File: config.mk
export PLATFORM = sky130hd
export DESIGN_NAME = mem_arbiter_flat
export DESIGN_NICKNAME = d
export VERILOG_FILES = /design/src/rtl/mips_pkg.sv /design/src/rtl/mem_arbiter_if.sv /design/src/rtl/mem_arb_lat_cnt.sv /design/src/rtl/mem_arbiter.sv /design/src/flat_wrapper.sv
export SDC_FILE = /design/constraint.sdc
export NUM_CORES = 1
export LEC_CHECK = 0
export CORE_ASPECT_RATIO = 1.25
export CORE_MARGIN = 8
export CORE_UTILIZATION = 44
export DETAILED_ROUTE_END_ITERATION = 12
export GPL_ROUTABILITY_DRIVEN = 0
export PLACE_DENSITY = 0.85
export SYNTH_ARGS = -nofsm -noshare
export SYNTH_HDL_FRONTEND = slang
export SYNTH_SLANG_ARGS = --single-unit
File: constraint.sdc
create_clock -name clk -period 7.3 [get_ports clk]
set_input_delay 1.46 -clock clk [delete_from_list [all_inputs] [get_ports clk]]
set_output_delay 1.46 -clock clk [all_outputs]
set_load 0.05 [all_outputs]
File: src/rtl/mips_pkg.sv
// Shared types and defaults for the memory arbiter: FSM states, grant encoding
// and the default memory latency.
package mips_pkg;

    typedef enum logic [1:0] {
        IDLE = 2'd0,
        BUSY = 2'd1,
        ACK  = 2'd2
    } state_t;

    typedef enum logic {
        GNT_IF = 1'b0,
        GNT_D  = 1'b1
    } gnt_t;

    localparam int MEM_LAT_DEF = 2;
    localparam int LAT_CNT_W   = 4;

endpackage

File: src/rtl/mem_arbiter_if.sv
// Bundle of requester, memory and stall signals around the memory arbiter.
// slave = arbiter side, master = requesters plus memory model side.
interface mem_arbiter_if #(
    parameter int AW = 32
);
    // Handshake: a requester raises *_req with stable addr/we/wdata and holds
    // them until its *_ack pulses for one cycle; the ack cycle also carries
    // valid *_rdata for reads. Dropping req early does not cancel a started
    // transaction.
    logic          if_req;
    logic [AW-1:0] if_addr;
    logic [31:0]   if_rdata;
    logic          if_ack;

    logic          d_req;
    logic          d_we;
    logic [AW-1:0] d_addr;
    logic [31:0]   d_wdata;
    logic [31:0]   d_rdata;
    logic          d_ack;

    logic          mem_en;
    logic          mem_we;
    logic [AW-1:0] mem_addr;
    logic [31:0]   mem_wdata;
    logic [31:0]   mem_rdata;

    logic          if_stall;
    logic          d_stall;

    modport slave (
        input  if_req, if_addr, d_req, d_we, d_addr, d_wdata, mem_rdata,
        output if_rdata, if_ack, d_rdata, d_ack,
        output mem_en, mem_we, mem_addr, mem_wdata, if_stall, d_stall
    );

    modport master (
        output if_req, if_addr, d_req, d_we, d_addr, d_wdata, mem_rdata,
        input  if_rdata, if_ack, d_rdata, d_ack,
        input  mem_en, mem_we, mem_addr, mem_wdata, if_stall, d_stall
    );

endinterface

File: src/rtl/mem_arb_lat_cnt.sv
// Memory latency down-counter: load has priority over decrement; zero flags
// the last BUSY cycle.
module mem_arb_lat_cnt #(
    parameter int W = 4
) (
    input  logic         clk,
    input  logic         reset,
    input  logic         load,
    input  logic [W-1:0] load_val,
    input  logic         dec,
    output logic         zero
);

    logic [W-1:0] cnt_q, cnt_d;

    always_comb begin
        cnt_d = cnt_q;
        if (load) begin
            cnt_d = load_val;
        end else if (dec && (cnt_q != '0)) begin
            cnt_d = cnt_q - 1'b1;
        end
    end

    always_ff @(posedge clk or posedge reset) begin
        if (reset) begin
            cnt_q <= '0;
        end else begin
            cnt_q <= cnt_d;
        end
    end

    assign zero = (cnt_q == '0);

endmodule

File: src/rtl/mem_arbiter.sv
// Two-requester (instruction fetch / data) arbiter onto one memory port.
// Define MEM_ARB_RR_EN for round-robin on collisions; otherwise data wins.
module mem_arbiter
    import mips_pkg::*;
#(
    parameter int MEM_LAT = MEM_LAT_DEF,
    parameter int AW      = 32
) (
    input  logic           clk,
    input  logic           reset,
    mem_arbiter_if.slave   bus,
    output state_t         dbg_state
);

    state_t        state_q, state_d;
    gnt_t          gnt_q, gnt_d;
    logic [AW-1:0] addr_q, addr_d;
    logic          we_q, we_d;
    logic [31:0]   wdata_q, wdata_d;
    logic [31:0]   if_rdata_q, if_rdata_d;
    logic [31:0]   d_rdata_q, d_rdata_d;

    logic          any_req;
    logic          launch;
    gnt_t          pick;
    logic          cnt_load, cnt_dec, cnt_zero;

`ifdef MEM_ARB_RR_EN
    gnt_t          last_q, last_d;
`endif

    assign any_req = bus.if_req | bus.d_req;

    always_comb begin
        pick = GNT_D;
        if (bus.if_req && bus.d_req) begin
`ifdef MEM_ARB_RR_EN
            pick = (last_q == GNT_D) ? GNT_IF : GNT_D;
`else
            pick = GNT_D;
`endif
        end else if (bus.if_req) begin
            pick = GNT_IF;
        end
    end

    always_comb begin
        state_d    = state_q;
        gnt_d      = gnt_q;
        addr_d     = addr_q;
        we_d       = we_q;
        wdata_d    = wdata_q;
        if_rdata_d = if_rdata_q;
        d_rdata_d  = d_rdata_q;
        cnt_load   = 1'b0;
        cnt_dec    = 1'b0;
        launch     = 1'b0;
`ifdef MEM_ARB_RR_EN
        last_d     = last_q;
`endif
        case (state_q)
            IDLE: launch = any_req;
            BUSY: begin
                if (cnt_zero) begin
                    state_d = ACK;
                    if (gnt_q == GNT_IF) begin
                        if_rdata_d = bus.mem_rdata;
                    end else if (!we_q) begin
                        d_rdata_d = bus.mem_rdata;
                    end
                end else begin
                    cnt_dec = 1'b1;
                end
            end
            ACK: begin
                // Re-arbitrate here so back-to-back requests skip IDLE.
                launch  = any_req;
                state_d = IDLE;
            end
            default: state_d = IDLE;
        endcase

        if (launch) begin
            state_d  = BUSY;
            gnt_d    = pick;
            cnt_load = 1'b1;
            addr_d   = (pick == GNT_D) ? bus.d_addr : bus.if_addr;
            we_d     = (pick == GNT_D) & bus.d_we;
            wdata_d  = (pick == GNT_D) ? bus.d_wdata : '0;
`ifdef MEM_ARB_RR_EN
            last_d   = pick;
`endif
        end
    end

    always_ff @(posedge clk or posedge reset) begin
        if (reset) begin
            state_q    <= IDLE;
            gnt_q      <= GNT_D;
            addr_q     <= '0;
            we_q       <= 1'b0;
            wdata_q    <= '0;
            if_rdata_q <= '0;
            d_rdata_q  <= '0;
`ifdef MEM_ARB_RR_EN
            last_q     <= GNT_D;
`endif
        end else begin
            state_q    <= state_d;
            gnt_q      <= gnt_d;
            addr_q     <= addr_d;
            we_q       <= we_d;
            wdata_q    <= wdata_d;
            if_rdata_q <= if_rdata_d;
            d_rdata_q  <= d_rdata_d;
`ifdef MEM_ARB_RR_EN
            last_q     <= last_d;
`endif
        end
    end

    mem_arb_lat_cnt #(.W(LAT_CNT_W)) u_lat_cnt (
        .clk      (clk),
        .reset    (reset),
        .load     (cnt_load),
        .load_val (LAT_CNT_W'(MEM_LAT - 1)),
        .dec      (cnt_dec),
        .zero     (cnt_zero)
    );

    assign bus.mem_en    = (state_q == BUSY);
    assign bus.mem_we    = (state_q == BUSY) & we_q;
    assign bus.mem_addr  = addr_q;
    assign bus.mem_wdata = wdata_q;
    assign bus.if_ack    = (state_q == ACK) & (gnt_q == GNT_IF);
    assign bus.d_ack     = (state_q == ACK) & (gnt_q == GNT_D);
    assign bus.if_rdata  = if_rdata_q;
    assign bus.d_rdata   = d_rdata_q;
    assign bus.if_stall  = bus.if_req & ~bus.if_ack;
    assign bus.d_stall   = bus.d_req & ~bus.d_ack;
    assign dbg_state     = state_q;

endmodule

File: src/flat_wrapper.sv
// flat-port wrapper written by rule: the top's interface ports become plain ports
module mem_arbiter_flat import mips_pkg::*;
#(
    parameter int MEM_LAT = MEM_LAT_DEF,
    parameter int AW      = 32
)
  (clk, reset, dbg_state, bus_if_req, bus_if_addr, bus_d_req, bus_d_we, bus_d_addr, bus_d_wdata, bus_mem_rdata, bus_if_rdata, bus_if_ack, bus_d_rdata, bus_d_ack, bus_mem_en, bus_mem_we, bus_mem_addr, bus_mem_wdata, bus_if_stall, bus_d_stall);
  mem_arbiter_if #(.AW(AW)) bus_i ();
  input  logic clk;
  input  logic reset;
  output state_t dbg_state;
  input wire logic [$bits(bus_i.if_req)-1:0] bus_if_req;
  input wire logic [$bits(bus_i.if_addr)-1:0] bus_if_addr;
  input wire logic [$bits(bus_i.d_req)-1:0] bus_d_req;
  input wire logic [$bits(bus_i.d_we)-1:0] bus_d_we;
  input wire logic [$bits(bus_i.d_addr)-1:0] bus_d_addr;
  input wire logic [$bits(bus_i.d_wdata)-1:0] bus_d_wdata;
  input wire logic [$bits(bus_i.mem_rdata)-1:0] bus_mem_rdata;
  output wire logic [$bits(bus_i.if_rdata)-1:0] bus_if_rdata;
  output wire logic [$bits(bus_i.if_ack)-1:0] bus_if_ack;
  output wire logic [$bits(bus_i.d_rdata)-1:0] bus_d_rdata;
  output wire logic [$bits(bus_i.d_ack)-1:0] bus_d_ack;
  output wire logic [$bits(bus_i.mem_en)-1:0] bus_mem_en;
  output wire logic [$bits(bus_i.mem_we)-1:0] bus_mem_we;
  output wire logic [$bits(bus_i.mem_addr)-1:0] bus_mem_addr;
  output wire logic [$bits(bus_i.mem_wdata)-1:0] bus_mem_wdata;
  output wire logic [$bits(bus_i.if_stall)-1:0] bus_if_stall;
  output wire logic [$bits(bus_i.d_stall)-1:0] bus_d_stall;
  assign bus_i.if_req = bus_if_req;
  assign bus_i.if_addr = bus_if_addr;
  assign bus_i.d_req = bus_d_req;
  assign bus_i.d_we = bus_d_we;
  assign bus_i.d_addr = bus_d_addr;
  assign bus_i.d_wdata = bus_d_wdata;
  assign bus_i.mem_rdata = bus_mem_rdata;
  assign bus_if_rdata = bus_i.if_rdata;
  assign bus_if_ack = bus_i.if_ack;
  assign bus_d_rdata = bus_i.d_rdata;
  assign bus_d_ack = bus_i.d_ack;
  assign bus_mem_en = bus_i.mem_en;
  assign bus_mem_we = bus_i.mem_we;
  assign bus_mem_addr = bus_i.mem_addr;
  assign bus_mem_wdata = bus_i.mem_wdata;
  assign bus_if_stall = bus_i.if_stall;
  assign bus_d_stall = bus_i.d_stall;
  mem_arbiter #(.MEM_LAT(MEM_LAT), .AW(AW)) u_core (.clk(clk), .reset(reset), .bus(bus_i), .dbg_state(dbg_state));
endmodule
* After elaboration in Yosys (flattened, before gate mapping)
Cells that the tools add are included.
Widths: inputs -> output; s select.
** Storage, ports and cells
- Register bits :: 136
- Latch bits :: 0
- Bits in writable memories :: 0
- Memory bits (read-only) :: 0
- Input bits :: 133
- Word-level logic and storage cells :: 47
- Memories kept :: 0
** Cells by class
- Add/sub/neg operators :: 1
- Multipliers :: 0
- Div/mod/pow operators :: 0
- Order comparisons :: 0
- Eq/ne operators :: 4
- Shifts and indexed selects :: 0
- Muxes and demuxes :: 13
- Bitwise gates (word level) :: 11
- Reductions and logical operators :: 10
** Operator list (count)
- $mux 32 :: 2
- $mux 4 :: 2
- $and 1x1->1 :: 6
- $mux 1 :: 6
- $logic_not 4->1 :: 1
- $mux 2 :: 2
- $not 1->1 :: 4
- $pmux 2 s2 :: 1
- $reduce_and 4->1 :: 1
- $reduce_bool 4->1 :: 1
- $sub 4x1->4 const B :: 1
- $ne 3x1->1 const B :: 1
- $reduce_and 3->1 :: 1
- $eq 2x1->1 const B :: 1
- $eq 2x2->1 const B :: 1
- $logic_and 1x1->1 :: 2
- $logic_not 2->1 :: 1
- $ne 2x1->1 const B :: 1
- $reduce_and 2->1 :: 1
- $reduce_bool 2->1 :: 1
- $reduce_or 2->1 :: 1
- $or 1x1->1 :: 1

* Longest topological paths before layout
- Depth in word-level cells :: 6
- Mapped depth :: 7
- Depth with buffers taken out :: 5

* Modules after synthesis
A second synthesis with hierarchy kept.
** Second synthesis, totals
- Cell total of the unflattened synthesis :: 469
- Area, all modules :: 5596.6 sq um
** By module, submodules not included
- mem_arbiter :: instances 1, cells an instance 441, area each 5335.1 sq um, seq. area each 3304.4 sq um
- mem_arb_lat_cnt :: instances 1, cells an instance 28, area each 261.5 sq um, seq. area each 100.1 sq um

* Least setup slack after synthesis
OpenSTA, ideal clock, no wires.
- Path kind :: register to output
- From :: register u_core.state_q[1] (netlist: u_core.dbg_state[1])
- To :: output bus_d_stall
- Arrival time :: 2.494 ns
- Path slack :: 3.346 ns
- Stages on the path, launching flop included :: 3
- Path buffers :: 0
- Cell sequence :: dfrtp_1 > nor3b_1 > nor2b_1
** On the way
- Cells in the longest elaborated chain, start to end :: 4
** RTL lines
- start: declaration :: RTL line mem_arbiter.sv:15 : state_t state_q, state_d;
- start signal: assignment :: RTL line mem_arbiter.sv:109 : state_q <= state_d;
- $eq 2x2->1 :: RTL line mem_arbiter.sv:136 : assign bus.d_ack = (state_q == ACK) & (gnt_q == GNT_D);
- $and 1x1->1 :: RTL line mem_arbiter.sv:136
- via bus_d_ack :: RTL line flat_wrapper.sv:22 : output wire logic [$bits(bus_i.d_ack)-1:0] bus_d_ack;
- $not 1->1 :: RTL line mem_arbiter.sv:140 : assign bus.d_stall = bus.d_req & ~bus.d_ack;
- $and 1x1->1 :: RTL line mem_arbiter.sv:140
- end: declaration :: RTL line flat_wrapper.sv:28 : output wire logic [$bits(bus_i.d_stall)-1:0] bus_d_stall;
The timed path passes the listed nets, and every way through them passes these cells.

* Worst setup path after layout
- From :: input bus_if_req
- To :: output bus_if_stall
** On the way
- Cells in the longest elaborated chain, start to end :: 1
** RTL lines
- start: declaration :: RTL line flat_wrapper.sv:12 : input wire logic [$bits(bus_i.if_req)-1:0] bus_if_req;
- $and 1x1->1 :: RTL line mem_arbiter.sv:139 : assign bus.if_stall = bus.if_req & ~bus.if_ack;
- end: declaration :: RTL line flat_wrapper.sv:27 : output wire logic [$bits(bus_i.if_stall)-1:0] bus_if_stall;
Every way passes these cells.

==> reports/metrics.cfg <==
[run_status]
status = finished clean

[timing]
min_period_ps = 4534
finalSetupTns_ps = 0
finalHoldViolCount = 0
slew_headroom_pct = 13.73
rsz0062_at_grt = no
tightest_slew_ps = 1294
max_freq_mhz = 220.5
finalCritPeriodShare_pct = 62.11
setup_violations = 0
slew_violations = 0
fin_skew_ps = 9.569

[synth]
ys_ff_latch = 136
yosysWarnings = 0
yosys-top-cells-area = dfrtp_1 (60%), mux2_4 (8.0%), nand2_1 (6.8%)
synth_top_area_share_pct = 59.64
async_flop_share_pct = 100.0
synth_cell_types = 30
synth_top_area_cell = dfrtp_1
synth-edff-count = 0
syn-num-nets = 596
syn_area_per_cell_um2 = 12.29
netlist_instances = 461
synth_top_flop_cell = dfrtp_1
synth_common_cells = dfrtp_1 (135), nand2_1 (102), o21ai_0 (66)
yosysMostFrequentCell = dfrtp_1
seq_area_frac_synth_pct = 60.11
syn_area_um2 = 5664

[setup_path]
ff2ff_setup_slack_ps = 5100
end_kind = primary output
path_class = in -> out
crit_required_ps = 5840
cp-start-kind = primary input
critPathArrivalTime_ps = 3070
cp_max_fo = 4

[clock_tree]
cts-root-buf = clkbuf_16
cts_htree_levels = 4
clk_pin_slew_ps = 60
numCtsBuffers = 17
clock_latency_ps = 410
cts_resized = 0
holdBufCountCts = 0
cts_sinks = 136
postCtsSetupBuffers = 0
tritoncts = done
clockBufferDepth = 2

[routing]
ant_nets = 0
drt-total-wl_um = 17570
drc = 0
drt_iter0_markers = 200
via_count = 4439
wire_per_inst_um = 19.50
viasPerCell = 4.927
first_pass_iters = 6

[global_route]
grt_max_degree = 139
grt_overflow_total = 0
grtUsageTotal_pct = 21.07
antenna_found_initial = 0
first_global_vias = 4918
grt_pass1_wl_um = 27460

[place]
port_buffers = 268
place_hpwl_um = 12900

[floorplanning]
rows = 46
pin_count = 269
initial_core_util_pct = 44.73
die_h_um = 142.9
die_area_um2 = 16780
core_um2 = 12660
die_w_um = 117.5

[pwr]
power.density_nw_per_um2 = 573.9
irDropWorstVdd_mv = 0.2816
leakage_nw = 3.988

[layout]
multiInputGateArea_um2 = 2086
seq_area_um2 = 3405
finalNetCount = 855
diodes = 0
syn2layout_area_growth_pct = 59.58
utilization_pct = 71.38
drive_gt1_share_pct = 14.05
nFillCells = 883

[hold_path]
holdCritPathClass = reg -> reg

[run]
maxCapViolations = 0

==> layer usage <==
metal | track usage [%] | vias up | wire, um
met5 | 0 | - | 0
met4 | 6.149 | 0 | 289
met3 | 8.692 | 19 | 1474
met2 | 36.53 | 213 | 8906
met1 | 23.30 | 2130 | 6896
li1 | - | 2077 | -
==> logic make-up (layout without fill, tap and decap cells) <==
group                      after synthesis  count (layout)  synth area share (%)
buffers and inverters                   35             307                 3.402
AOI/OAI and AO/OA                       72              72                 6.627
DFF                                    136             136                 60.11
muxes                                   98              98                 20.74
and+or+nand+nor                        118             118                 8.681
adders and majority gates                2               2                0.4417
==> layout make-up <==
type / instances / area share (%)
clock inverters: 13 / 1.883
multi-input cells: 290 / 23.08
well taps: 168 / 2.326
flip-flops and latches: 136 / 37.67
clock buffers: 19 / 4.900
repair buffers: 271 / 29.93
inverters: 4 / 0.2215
==> registers in the layout, indices dropped and copies added (netlist names) <==
signal,cells
u_core.bus.if_rdata,32
u_core.gnt_q,1
u_core.bus.d_rdata,32
u_core.u_lat_cnt.cnt_q,4
u_core.dbg_state,2
u_core.we_q,1
u_core.bus.mem_wdata,32
u_core.bus.mem_addr,32
==> layout by cell type (no fill, tap or decap), types with 2 or more instances in the layout <==
cell and count:
clkdlybuf4s50_1 268, nand2_1 102, clkinv_2 2, mux2_2 33, buf_4 3, clkinvlp_4 2
ha_1 2, nor2b_1 3, inv_6 3, clkinv_4 3, inv_1 3, clkbuf_16 17
nor3b_1 2, nor2_1 3, mux2_1 2, mux2i_1 33, nand2b_1 2, o21ai_0 66
dfrtp_1 135, bufinv_16 3, mux2_4 30
==> through the flow <==
stage          hold WS (ps)  total power [mW]  std cells  setup slack (ps)  cell area [um^2]
6_report              474.7             5.187        901              2766              9039
3_3_place_gp          457.5             4.243        869              2804              8426
2_1_floorplan         448.1             3.288        461              2202              5664
5_1_grt               500.0             5.419        901              2749              9039
3_5_place_dp          469.1             4.319        869              2783              8426
4_1_cts               482.3             5.238        901              2766              9039
==> worst max-delay path: stages <==
cell and delay, ps:
clkdlybuf4s50_1 570, nor2b_1 190, clkdlybuf4s50_1 840
==> power by group <==
group | switching [mW] | total [mW] | leakage [nW] | internal (mW)
logic | 1.89 | 2.93 | 2.05 | 1.04
registers | 0.230 | 1.37 | 1.64 | 1.14
clock network | 0.332 | 0.883 | 0.296 | 0.551
==> path summary, 6_finish.rpt <==
| path | start | endpoint | cells past startpoint |
|---|---|---|---|
| max in group asynchronous | reset | u_core.u_lat_cnt.cnt_q[3]$_DFFE_PP0P_ | 3 |
| max | bus_if_req | bus_if_stall | 3 |
| min | u_core.bus.mem_wdata[3]$_DFFE_PP0P_ | u_core.bus.mem_wdata[3]$_DFFE_PP0P_ | 2 |
| min in group asynchronous | reset | u_core.bus.mem_addr[30]$_DFFE_PP0P_ | 2 |
| min reg2reg | u_core.bus.mem_wdata[3]$_DFFE_PP0P_ | u_core.bus.mem_wdata[3]$_DFFE_PP0P_ | 2 |
| max reg2reg | u_core.dbg_state[0]$_DFFE_PP0P_ | u_core.bus.d_rdata[2]$_DFFE_PP0P_ | 3 |
Power figures use the tool's default switching activity.
